--- config.mk ---
export PLATFORM = sky130hd
export DESIGN_NAME = stack_controller
export DESIGN_NICKNAME = d
export VERILOG_FILES = /design/src/rtl/stack_cpu_pkg.sv /design/src/rtl/stack_controller.sv
export SDC_FILE = /design/constraint.sdc
export NUM_CORES = 1
export LEC_CHECK = 0
export CORE_AREA = 2 2 39 41
export CTS_BUF_LIST = sky130_fd_sc_hd__clkbuf_2 sky130_fd_sc_hd__clkbuf_4 sky130_fd_sc_hd__clkbuf_8
export CTS_CLUSTER_SIZE = 16
export DETAILED_ROUTE_END_ITERATION = 10
export DIE_AREA = 0 0 41 43
export GPL_ROUTABILITY_DRIVEN = 0
export GPL_TIMING_DRIVEN = 1
export PLACE_DENSITY = 0.78
export SYNTH_ARGS = -nofsm -noshare
export SYNTH_HDL_FRONTEND = slang
export SYNTH_SLANG_ARGS = --single-unit
export TNS_END_PERCENT = 30
--- constraint.sdc ---
create_clock -name clk -period 3.9 [get_ports clk]
set_clock_uncertainty 0.05 [all_clocks]
set_input_delay 0.39 -clock clk [delete_from_list [all_inputs] [get_ports clk]]
set_output_delay 0.39 -clock clk [all_outputs]
set_load 0.01 [all_outputs]
--- src/rtl/stack_cpu_pkg.sv ---
// rtl/stack_cpu_pkg.sv - shared opcode, ALU-op and controller-state types for the stack CPU
package stack_cpu_pkg;

  typedef enum logic [2:0] {
    OP_ADD  = 3'b000,
    OP_SUB  = 3'b001,
    OP_AND  = 3'b010,
    OP_NOT  = 3'b011,
    OP_PUSH = 3'b100,
    OP_POP  = 3'b101,
    OP_JMP  = 3'b110,
    OP_JZ   = 3'b111
  } opcode_e;

  localparam logic [1:0] ALU_ADD = 2'b00;
  localparam logic [1:0] ALU_SUB = 2'b01;
  localparam logic [1:0] ALU_AND = 2'b10;
  localparam logic [1:0] ALU_NOT = 2'b11;

  typedef enum logic [3:0] {
    S_IDLE    = 4'd0,
    S_FETCH   = 4'd1,
    S_DECODE  = 4'd2,
    S_POPA    = 4'd3,
    S_POPB    = 4'd4,
    S_EXEC    = 4'd5,
    S_PUSHRES = 4'd6,
    S_MEMRD   = 4'd7,
    S_PUSHMEM = 4'd8,
    S_MEMWR   = 4'd9,
    S_JUMP    = 4'd10
  } ctrl_state_e;

endpackage

--- src/rtl/stack_controller.sv ---
// rtl/stack_controller.sv - multi-cycle fetch/decode/execute sequencer for the 8-bit stack datapath
module stack_controller
  import stack_cpu_pkg::*;
(
  input  logic       clk,
  input  logic       rst_n,
  input  logic       run,
  input  logic [2:0] inst,
  output logic       ld_IR,
  output logic       PCorIR,
  output logic       push,
  output logic       pop,
  output logic       MEMorALU,
  output logic       ldA,
  output logic       ldB,
  output logic       PCup,
  output logic       PCwrite,
  output logic       J,
  output logic       JZ,
  output logic       write_enable,
  output logic [1:0] ALUop,
  output logic       done
);

  ctrl_state_e state, state_next;
  opcode_e     op_q;

  // Opcode is latched as DECODE ends so later strobes depend only on registers.
  always_ff @(posedge clk or negedge rst_n) begin
    if (!rst_n) begin
      state <= S_IDLE;
      op_q  <= OP_ADD;
    end else begin
      state <= state_next;
      if (state == S_DECODE) op_q <= opcode_e'(inst);
    end
  end

  always_comb begin
    state_next = state;
    case (state)
      S_IDLE:   if (run) state_next = S_FETCH;
      S_FETCH:  state_next = S_DECODE;
      S_DECODE: begin
        case (opcode_e'(inst))
          OP_PUSH: state_next = S_MEMRD;
          OP_JMP:  state_next = S_JUMP;
          default: state_next = S_POPA;
        endcase
      end
      S_POPA: begin
        case (op_q)
          OP_NOT:  state_next = S_EXEC;
          OP_POP:  state_next = S_MEMWR;
          OP_JZ:   state_next = S_JUMP;
          default: state_next = S_POPB;
        endcase
      end
      S_POPB:   state_next = S_EXEC;
      S_EXEC:   state_next = S_PUSHRES;
      S_MEMRD:  state_next = S_PUSHMEM;
      S_PUSHRES, S_PUSHMEM, S_MEMWR, S_JUMP:
                state_next = run ? S_FETCH : S_IDLE;
      default:  state_next = S_IDLE;
    endcase
  end

  always_comb begin
    ld_IR        = 1'b0;
    PCorIR       = 1'b0;
    push         = 1'b0;
    pop          = 1'b0;
    MEMorALU     = 1'b0;
    ldA          = 1'b0;
    ldB          = 1'b0;
    PCup         = 1'b0;
    PCwrite      = 1'b0;
    J            = 1'b0;
    JZ           = 1'b0;
    write_enable = 1'b0;
    ALUop        = ALU_ADD;
    done         = 1'b0;
    case (state)
      S_FETCH: begin
        ld_IR = 1'b1;
        PCup  = 1'b1;
      end
      S_DECODE: PCwrite = 1'b1;
      S_POPA: begin
        pop = 1'b1;
        ldA = 1'b1;
      end
      S_POPB: begin
        pop = 1'b1;
        ldB = 1'b1;
      end
      S_EXEC: ALUop = op_q[1:0];
      S_PUSHRES: begin
        ALUop    = op_q[1:0];
        MEMorALU = 1'b1;
        push     = 1'b1;
        done     = 1'b1;
      end
      S_MEMRD: PCorIR = 1'b1;
      S_PUSHMEM: begin
        push = 1'b1;
        done = 1'b1;
      end
      S_MEMWR: begin
        PCorIR       = 1'b1;
        write_enable = 1'b1;
        done         = 1'b1;
      end
      S_JUMP: begin
        PCwrite = 1'b1;
        J       = (op_q == OP_JMP);
        JZ      = (op_q == OP_JZ);
        done    = 1'b1;
      end
      default: ;
    endcase
  end

endmodule

; Word level (Yosys, flattened, before mapping)
; Cells that the tools add are included.
[word_totals]
reg_bits = 7
inputBits = 6
out_inout_bits = 15
[classes]
n_eq_ne = 17
n_mux = 18
n_reduce_logical = 7
[ops]
columns = operator, n
row1 = $pmux 4 s8, 1
row2 = $eq 4x3->1 const B, 4
row3 = $eq 3x3->1 const B, 5
row4 = $mux 1, 13
row5 = $eq 4x4->1 const B, 3
row6 = $pmux 4 s3, 1
row7 = $reduce_or 2->1, 5
row8 = $eq 4x2->1 const B, 2
row9 = $pmux 4 s2, 1
row10 = $eq 4x1->1 const B, 1
row11 = $logic_not 4->1, 1
row12 = $mux 4, 1
row13 = $reduce_or 4->1, 1
row14 = $eq 3x2->1 const B, 1
row15 = $mux 2, 1
row16 = $ne 2x2->1 const B, 1

; Logic depth before layout (Yosys ltp)
; Gate-level depths: netlist of run 1.
[depth]
depth_word = 3
mapped_depth = 5

; Worst setup path before layout of run 1
; OpenSTA, ideal clock, no wires.
[synth_timing]
path_kind = reg-to-output
start = register state[0]
end = output J
arrival_time_ns = 1.218
path_slack_ns = 2.242
stages_incl_launch_ff = 6
n_path_buf = 1
cell_sequence = dfrtp_1 buf_2 nand2b_4 nor2_1 nand2_1 nor3b_1
[synth_via]
elab_chain_cells = 2
[synth_lines]
columns = element, line_no
row1 = start: declaration, stack_controller.sv:25  ; ctrl_state_e state, state_next;
row2 = start signal: assignment, stack_controller.sv:34  ; state <= state_next;
row3 = $eq 4x4->1, stack_controller.sv:83  ; case (state)
row4 = $mux 1, stack_controller.sv:83
row5 = end: declaration, stack_controller.sv:18  ; output logic J,
; Every way passes these cells.

; Final worst setup path of run 1
[layout_timing]
start = register state[3]
end = output PCorIR
[layout_via]
elab_chain_cells = 3
[layout_lines]
columns = element, line_no
row1 = $eq 4x4->1 or $eq 4x3->1 (tied branches), stack_controller.sv:83
row2 = $reduce_or 2->1 (no line) *, -
row3 = $mux 1 *, stack_controller.sv:83
row4 = end: declaration, stack_controller.sv:10  ; output logic PCorIR,
; Every way passes the cells marked *; elsewhere a longest branch is shown, timed or not.

==> results.json, run 1 <==
{
  "vias_per_cell": 5.303,
  "critPathRequiredTime_ns": 3.46,
  "startpoint": "state[3]",
  "tritoncts": "done",
  "start_util_pct": 40.60,
  "layout_setup_ws_ns": 1.468,
  "dr.pass1.iters": 4,
  "ys_warn_count": 0,
  "pin_count": 21,
  "rsz0062_at_grt": "no",
  "layout_min_cycle_time_ns": 2.432,
  "syn_to_final_growth_pct": 38.53,
  "die-area_sq_um": 1763,
  "yosys-top-cells-area": "dfrtp_1 31%, nor2_1 7.3%, nand2b_1 4.5%",
  "final.period_utilization_pct": 62.36,
  "dp_hpwl_um": 964.6,
  "crit_chain": "nand2b_1 -> mux2_2 -> nor2b_1 -> clkdlybuf4s50_1",
  "timing.slew.headroom_pct": 74.62,
  "max_stage_delay_ns": 0.54,
  "yosys.area.top_type": "dfrtp_1",
  "vias": 525,
  "setup_viol": 0,
  "hold_violations": 0,
  "max_clock_freq_ghz": 0.4112,
  "grt_start_max_net_pins": 12,
  "antenna_found_initial": 0,
  "crit_fanout": 10,
  "crit_type": "register to output port",
  "timing.rr.end": "op_q[2]",
  "maxCapViolations": 0,
  "clk_pin_slew_ns": 0.05,
  "synth_area_sq_um": 561.8,
  "p_per_area_nw_per_um2": 848.6,
  "nNetsFinal": 90,
  "synth_fa_ha_area_share_pct": 0,
  "drive_above_1_share_pct": 14.46,
  "tns_ns": 0,
  "yosys.area_share.simple_pct": 32.74,
  "design_area_sq_um": 778.2,
  "synth_cell_types": 32,
  "leakagePower_nw": 0.3025,
  "synth_top_family_by_area": "simple AND/OR/NAND/NOR gates",
  "arrival_ns": 1.99,
  "placed_cell_area_sq_um": 748.2,
  "ir_drop_mv": 0.4866,
  "drv_slew": 0,
  "grt_pass1_wl_mm": 2.007,
  "seq_area_frac_synth_pct": 31.18,
  "avgSynthCellArea_sq_um": 8.778,
  "synthXorXnorAreaFrac_pct": 1.559,
  "cts_resized": 0,
  "worst_pin_slew_ns": 0.3807,
  "syn-instance-count": 64,
  "synth_top_area_share_pct": 31.18,
  "port_buffers": 20,
  "syn-num-nets": 70,
  "p_total_uw": 660.4,
  "die_w_um": 41,
  "clock-sinks": 7,
  "startpoint_type": "register",
  "first_iter_violations": 11,
  "ant_nets": 0,
  "reg2reg_depth": 3,
  "core_area_sq_um": 1384,
  "grt_pass1_vias": 462,
  "endpoint": "PCorIR",
  "cp_slowest_cell": "clkdlybuf4s50_1",
  "final_cell_mix": "20 x clkdlybuf4s50_1, 11 x nor2_1, 7 x dfrtp_1, 4 x nand2b_1, 4 x clkbuf_4",
  "cts_buffer_depth": 2,
  "wl_per_cell_um": 12.54,
  "holdWs_ns": 0.3467,
  "yosys_register_bits": 7,
  "die_h_um": 43,
  "grt-ovfl-total": 0,
  "fp-row-count": 14,
  "path_depth": 4,
  "postCtsSetupBuffers": 0,
  "drt_wl_total_mm": 1.241,
  "post-place-ws_ns": 1.733,
  "drc": 0,
  "placed_cells": 95,
  "layout_commonest_cell": "clkdlybuf4s50_1",
  "clock_latency_ns": 0.24,
  "numCtsBuffers": 3,
  "cp_top_family": "buffers and inverters",
  "critPathBufInv": 1,
  "cts-hold-fix-buffers": 0,
  "utilization_pct": 56.24,
  "ff2ff_setup_slack_ns": 2.41,
  "hp-class": "input port to asynchronous set/reset pin",
  "grtUsageTotal_pct": 17.31,
  "r2r_start": "state[3]",
  "outcome": "complete, no violations",
  "synthMuxAreaShare_pct": 8.018,
  "fin_cells": 99,
  "root_buffer": "clkbuf_4",
  "htree_levels": 1,
  "insertedDiodeCount": 0,
  "synth-compound-area-share_pct": 19.82,
  "endpoint_kind": "output port"
}
cells in the mapped netlist (all sizes together):
cell type,count
nor2,12
dfrtp,7
buf,5
nand2b,5
mux2,4
o22ai,4
a21oi,3
and2,3
nand2,3
nand3b,2
nor2b,2
or2,2
a211oi,1
a21boi,1
a21o,1
a32oi,1
inv,1
nand3,1
nor3b,1
o21ai,1
o311a,1
o32a,1
o32ai,1
xnor2,1
report_power, final:
| group | total, mW | internal (mW) | leakage, nW | switching (mW) |
|---|---|---|---|---|
| Sequential | 0.193 | 0.109 | 0.0854 | 0.0836 |
| Clock | 0.0675 | 0.0457 | 0.0184 | 0.0219 |
| Combinational | 0.400 | 0.226 | 0.199 | 0.174 |
| Total | 0.660 | 0.380 | 0.303 | 0.280 |
metal layers:
layer  vias to the layer above  track usage, %  routed length (um)
li1                        261               -                   -
met1                       242           21.89                 562
met2                        18           24.06                 565
met3                         4           3.665                  83
met4                         0           14.00                  31
met5                         -               0                   0
registers in the layout (all words and copies together) (netlist names):
name / flops
op_q: 3
state: 4
how the worst min path moves through the flow:
stage                     endpoint  slack (ns)  cells past startpoint
after detailed placement   op_q[1]        0.54                      1
after global routing      state[3]        0.36                      1
after CTS                  op_q[0]        0.35                      1
final                      op_q[0]        0.35                      1
after floorplan            op_q[0]        0.04                      0
after global placement     op_q[1]        0.54                      1
logic make-up (layout without fill, tap and decap cells):
kind of cell | Yosys count | in the layout
muxes | 4 | 4
AOI/OAI and AO/OA | 15 | 15
DFF | 7 | 7
and+or+nand+nor | 31 | 31
buffers and inverters | 6 | 25
xor gates and xnor gates | 1 | 1
worst register-to-register path: cells and delay by family, from the launching register on:
kind | cells | cell delay [ns]
and+or+nand+nor | 2 | 0.49
DFF | 1 | 0.49
muxes | 1 | 0.34
area by class of cell:
| class | count | area, sq um |
|---|---|---|
| Sequential cell | 7 | 175.2 |
| Inverter | 1 | 3.754 |
| Multi-Input combinational cell | 51 | 349.1 |
| Tap cell | 16 | 20.02 |
| Fill cell | 135 | 605.6 |
| Timing Repair Buffer | 20 | 200.2 |
| Clock buffer | 4 | 30.03 |
(Power assumes the default switching activity.)
==> run 2, diff against run 1 <==
CORE_AREA = unset   (was 2 2 39 41)
CORE_UTILIZATION = 40   (was unset)
DIE_AREA = unset   (was 0 0 41 43)
PLACE_DENSITY = 0.77   (was 0.78)
clock period = 2 ns   (was 3.9 ns; I/O delays follow)
==> run 2 against run 1 <==
First-iteration DRC count shrank 18%. Non-clock buffer count grew 6. Clock power grew 110%. Cell area grew 8.2%. Critical endpoint unchanged. Worst setup slack lost 1.3 ns. Die area shrank 12%. Largest cell class unchanged. Highest routed layer unchanged. Utilization grew 8.5 points. Critical path type unchanged. Flip-flop and latch count is the same.
==> results.json, run 2 (synthesized netlist as in run 1, its figures left out) <==
{
  "top_regs": "state (4), op_q (3)",
  "post-place-ws_ns": 0.1759,
  "critPathRequiredTime_ns": 1.75,
  "cts-hold-fix-buffers": 0,
  "pin_count": 21,
  "crit_chain": "nand2b_2 -> mux2_2 -> nor2b_1 -> dlygate4sd2_1",
  "ir_drop_mv": 0.8360,
  "drive_above_1_share_pct": 25.84,
  "insertedDiodeCount": 0,
  "die-area_sq_um": 1558,
  "crit_fanout": 6,
  "p_per_area_nw_per_um2": 1622,
  "grt_start_max_net_pins": 10,
  "hp-class": "input port to asynchronous set/reset pin",
  "startpoint_type": "register",
  "nNetsFinal": 96,
  "outcome": "complete, no violations",
  "dp_hpwl_um": 938.1,
  "hold_violations": 0,
  "max_clock_freq_ghz": 0.5523,
  "layout_setup_ws_ns": 0.1895,
  "crit_type": "register to output port",
  "arrival_ns": 1.56,
  "tritoncts": "done",
  "largest_reg_flops": 4,
  "utilization_pct": 64.71,
  "endpoint_kind": "output port",
  "grt_pass1_vias": 476,
  "core_area_sq_um": 1301,
  "final.period_utilization_pct": 90.53,
  "drv_slew": 0,
  "clk_pin_slew_ns": 0.05,
  "start_util_pct": 43.17,
  "holdWs_ns": 0.1643,
  "clock_latency_ns": 0.25,
  "die_w_um": 39.48,
  "fill_cells": 120,
  "maxCapViolations": 0,
  "vias": 545,
  "drc": 0,
  "drt_wl_total_mm": 1.269,
  "die_h_um": 39.48,
  "wl_per_cell_um": 12.20,
  "layout_min_cycle_time_ns": 1.811,
  "worst_pin_slew_ns": 0.3355,
  "leakagePower_nw": 0.4526,
  "htree_levels": 1,
  "port_buffers": 20,
  "ant_nets": 0,
  "layout_commonest_cell": "nor2_1",
  "setup_viol": 0,
  "timing.slew.headroom_pct": 77.56,
  "grt_pass1_wl_mm": 1.959,
  "root_buffer": "clkbuf_4",
  "grt-ovfl-total": 0,
  "numCtsBuffers": 3,
  "grtUsageTotal_pct": 18.86,
  "cts_buffer_depth": 2,
  "tns_ns": 0,
  "vias_per_cell": 5.240,
  "clock-sinks": 7,
  "first_iter_violations": 9,
  "cp_slowest_cell": "dfrtp_1",
  "dr.pass1.iters": 4,
  "final_cell_mix": "11 x nor2_1, 8 x clkdlybuf4s50_1, 7 x dlygate4sd2_1, 6 x buf_4",
  "rsz0062_at_grt": "no",
  "largest_register": "state",
  "antenna_found_initial": 0,
  "max_stage_delay_ns": 0.40,
  "reg2reg_depth": 4,
  "syn_to_final_growth_pct": 49.89,
  "fp-row-count": 13
}
## run 2: changes by cell type in the layout (fill, tap and decap cells not counted)
cell,before,now
dlymetal6s2s_1,0,5
dfrtp_1,7,5
a21oi_2,0,1
buf_4,0,6
dfrtp_2,0,2
nand2b_2,0,1
nand2b_4,1,2
a21oi_1,3,2
dlygate4sd2_1,0,7
clkdlybuf4s50_1,20,8
nand2b_1,4,2
## run 2: path summary, 6_finish.rpt
path                          start        to  slack [ns]
max in group asynchronous     rst_n  state[1]        1.47
hold reg to reg             op_q[1]   op_q[1]        0.53
setup / recovery           state[3]    PCorIR        0.19
hold / removal                rst_n  state[3]        0.16
setup reg to reg           state[3]   op_q[2]        0.45
min in group clk            op_q[1]   op_q[1]        0.53
## run 2: layout make-up
cell class,instances,area [sq um],area share [%]
clock buffer,4,30.03,3.566
tap,15,18.77,2.229
inverter,1,3.754,0.4458
sequential,7,177.7,21.10
timing repair buffer,26,249.0,29.57
multi-input combinational,51,362.8,43.09
## run 2: repair_timing
item,4_1_cts,5_1_grt
setup buffers,0,2
resized for setup,11,6
setup endpoints to repair,10,5
## run 2: routing by layer
layer | vias up | global-route usage (%) | part of all wire [%]
li1 | 277 | - | -
met1 | 245 | 23.69 | 46
met2 | 21 | 29.10 | 46
met3 | 2 | 2.841 | 7.5
met4 | 0 | 12.93 | 0.63
met5 | - | 0 | 0
## run 2: power by group
group	total (mW)	switching, mW	leakage, nW	internal, mW
clock	0.141	0.0510	0.0184	0.0896
sequential	0.326	0.108	0.0834	0.218
combinational	0.899	0.419	0.351	0.480
## run 2: worst max-delay path, delay by kind of cell (launching register included)
family	cells	cell delay, ns
buffers and inverters	1	0.26
AND/OR/NAND/NOR	2	0.35
flip-flops	1	0.40
multiplexers	1	0.30
## run 2: through the flow
step / instance area, sq um / std cells / power (mW)
finish: 842.1 / 104 / 1.366
global route: 842.1 / 104 / 1.475
CTS: 810.8 / 102 / 1.335
detailed placement: 777.0 / 98 / 1.201
global placement: 777.0 / 98 / 1.187
floorplan: 561.8 / 64 / 0.9004
==> run 3, diff against run 2 <==
CORE_MARGIN = 3   (was unset)
==> run 3 against run 2 <==
Power is 1.3% higher. Count of clock-buffer cells in the layout stayed put. Cell area is 1.6% higher. Critical path depth is 1 higher. Register-to-register slack better by 0.04 ns. Worst setup slack worse by 0.025 ns. Flip-flop and latch count stayed put. Final cell count is 0.96% higher. Largest power group unchanged. Worst hold slack better by 0.0037 ns. Sequential share of layout area is 0.34 points lower. Wire length is 11% higher.
==> results.json, run 3 (synthesized netlist as in run 1, its figures left out) <==
{
  "outcome": "complete, no violations",
  "endpoint_kind": "output port",
  "htree_levels": 1,
  "tritoncts": "done",
  "switching_power_uw": 579.0,
  "dr.pass1.iters": 4,
  "crit_chain": "nand2b_4 -> nor2_1 -> nand2_1 -> nor3b_1 -> dlygate4sd2_1",
  "drive_above_1_share_pct": 26.37,
  "vias_per_cell": 5.276,
  "wl_per_cell_um": 13.40,
  "first_iter_violations": 17,
  "leakagePower_nw": 0.4823,
  "maxCapViolations": 0,
  "drt_wl_total_mm": 1.407,
  "seq_power_share_pct": 23.6,
  "grt_pass1_vias": 527,
  "root_buffer": "clkbuf_4",
  "top_regs": "state (4), op_q (3)",
  "layout_commonest_cell": "nor2_1",
  "clk_pin_slew_ns": 0.06,
  "placed_cells": 98,
  "max_stage_delay_ns": 0.44,
  "rsz0062_at_grt": "no",
  "largest_register": "state",
  "timing.rr.end": "state[0]",
  "layout_min_cycle_time_ns": 1.835,
  "internal_power_uw": 805.2,
  "die-area_sq_um": 1890,
  "r2r_start": "state[2]",
  "clkPwrFrac_pct": 10.1,
  "clock-sinks": 7,
  "fin_cells": 105,
  "startpoint_type": "register",
  "p_per_area_nw_per_um2": 1617,
  "grt_pass1_wl_mm": 2.173,
  "setup_viol": 0,
  "grt-ovfl-total": 0,
  "design_area_sq_um": 855.8,
  "hold_violations": 0,
  "crit_type": "register to output port",
  "syn_to_final_growth_pct": 52.34,
  "ff2ff_setup_slack_ns": 0.49,
  "timing.slew.headroom_pct": 77.38,
  "worst_pin_slew_ns": 0.3383,
  "hp-class": "input port to asynchronous set/reset pin",
  "critPathRequiredTime_ns": 1.75,
  "pin_count": 21,
  "crit_fanout": 6,
  "final.period_utilization_pct": 91.77,
  "ant_nets": 0,
  "cts-hold-fix-buffers": 0,
  "drc": 0,
  "post-place-ws_ns": 0.1235,
  "max_clock_freq_ghz": 0.5449,
  "fill_cells": 106,
  "core_area_sq_um": 1201,
  "die_h_um": 43.48,
  "final_cell_mix": "11 x nor2_1, 8 x clkdlybuf4s50_1, 8 x buf_4, 7 x dlymetal6s2s_1",
  "netSwitchingFraction_pct": 41.83,
  "cp_slowest_cell": "dfrtp_2",
  "port_buffers": 20,
  "vias": 554,
  "antenna_found_initial": 0,
  "grtUsageTotal_pct": 15.11,
  "arrival_ns": 1.59,
  "fp-row-count": 12,
  "largest_reg_flops": 4,
  "startpoint": "state[0]",
  "layout_setup_ws_ns": 0.1647,
  "placed_cell_area_sq_um": 783.3,
  "ir_drop_mv": 0.8633,
  "grt_start_max_net_pins": 9,
  "dp_hpwl_mm": 1.026,
  "insertedDiodeCount": 0,
  "comb_power_share_pct": 66.3,
  "start_util_pct": 46.77,
  "nNetsFinal": 98,
  "cts_buffer_depth": 2,
  "reg2reg_depth": 5,
  "numCtsBuffers": 3,
  "clock_latency_ns": 0.25,
  "drv_slew": 0,
  "die_w_um": 43.48
}
[run 3: cell count changes in the layout (fill, tap and decap cells not counted), sizes merged]
cell          before  now
dlygate4sd2        7    5
buf                6    8
dlymetal6s2s       5    7
[run 3: repair_timing]
action	4_1_cts	5_1_grt
setup buffers	0	3
setup endpoints to repair	9	7
resized for setup	8	8
[run 3: final cells by class]
class / instances / area [sq um] / area share (%)
well taps: 14 / 17.52 / 2.047
inverters: 1 / 3.754 / 0.4386
flip-flops and latches: 7 / 177.7 / 20.76
clock buffers: 4 / 30.03 / 3.509
multi-input cells: 51 / 355.3 / 41.52
repair buffers: 28 / 271.5 / 31.73
[run 3: power groups by stage]
| stage | clock network, mW | logic, mW | registers (mW) |
|---|---|---|---|
| after floorplan | 0 | 0.633 | 0.267 |
| after global placement | 0 | 0.885 | 0.316 |
| after detailed placement | 0 | 0.890 | 0.325 |
| after CTS | 0.145 | 0.868 | 0.328 |
| after global routing | 0.156 | 0.993 | 0.341 |
| final | 0.140 | 0.917 | 0.327 |
[run 3: worst max path at each step]
stage | end | slack, ns | cells past startpoint
final | J | 0.16 | 5
after global routing | J | 0.02 | 6
after CTS | ALUop[0] | -0.05 | 4
after detailed placement | J | 0.12 | 5
after global placement | J | 0.18 | 5
after floorplan | J | 0.53 | 5
[run 3: stage by stage]
stage                     utilization, %  TNS [ns]  hold slack [ns]  power (mW)
after floorplan                        -         0          -0.1456      0.9004
after global placement             65.21         0           0.4351       1.200
after detailed placement           65.21         0           0.4377       1.215
after CTS                          67.60   -0.1614           0.1696       1.341
after global routing               71.25         0           0.1683       1.489
final                              71.25         0           0.1680       1.384
[run 3: worst max-delay path, delay by kind of cell, from the launching register on]
kind	cells	cell delay, ns
flip-flops	1	0.44
AND/OR/NAND/NOR	4	0.60
buffers and inverters	1	0.29
[run 3: layer usage]
layer	up-vias	GRT usage, %	wire length, um
met4	0	7.831	6
li1	279	-	-
met2	19	25.66	683
met1	254	17.88	630
met5	-	0	0
met3	2	2.905	86
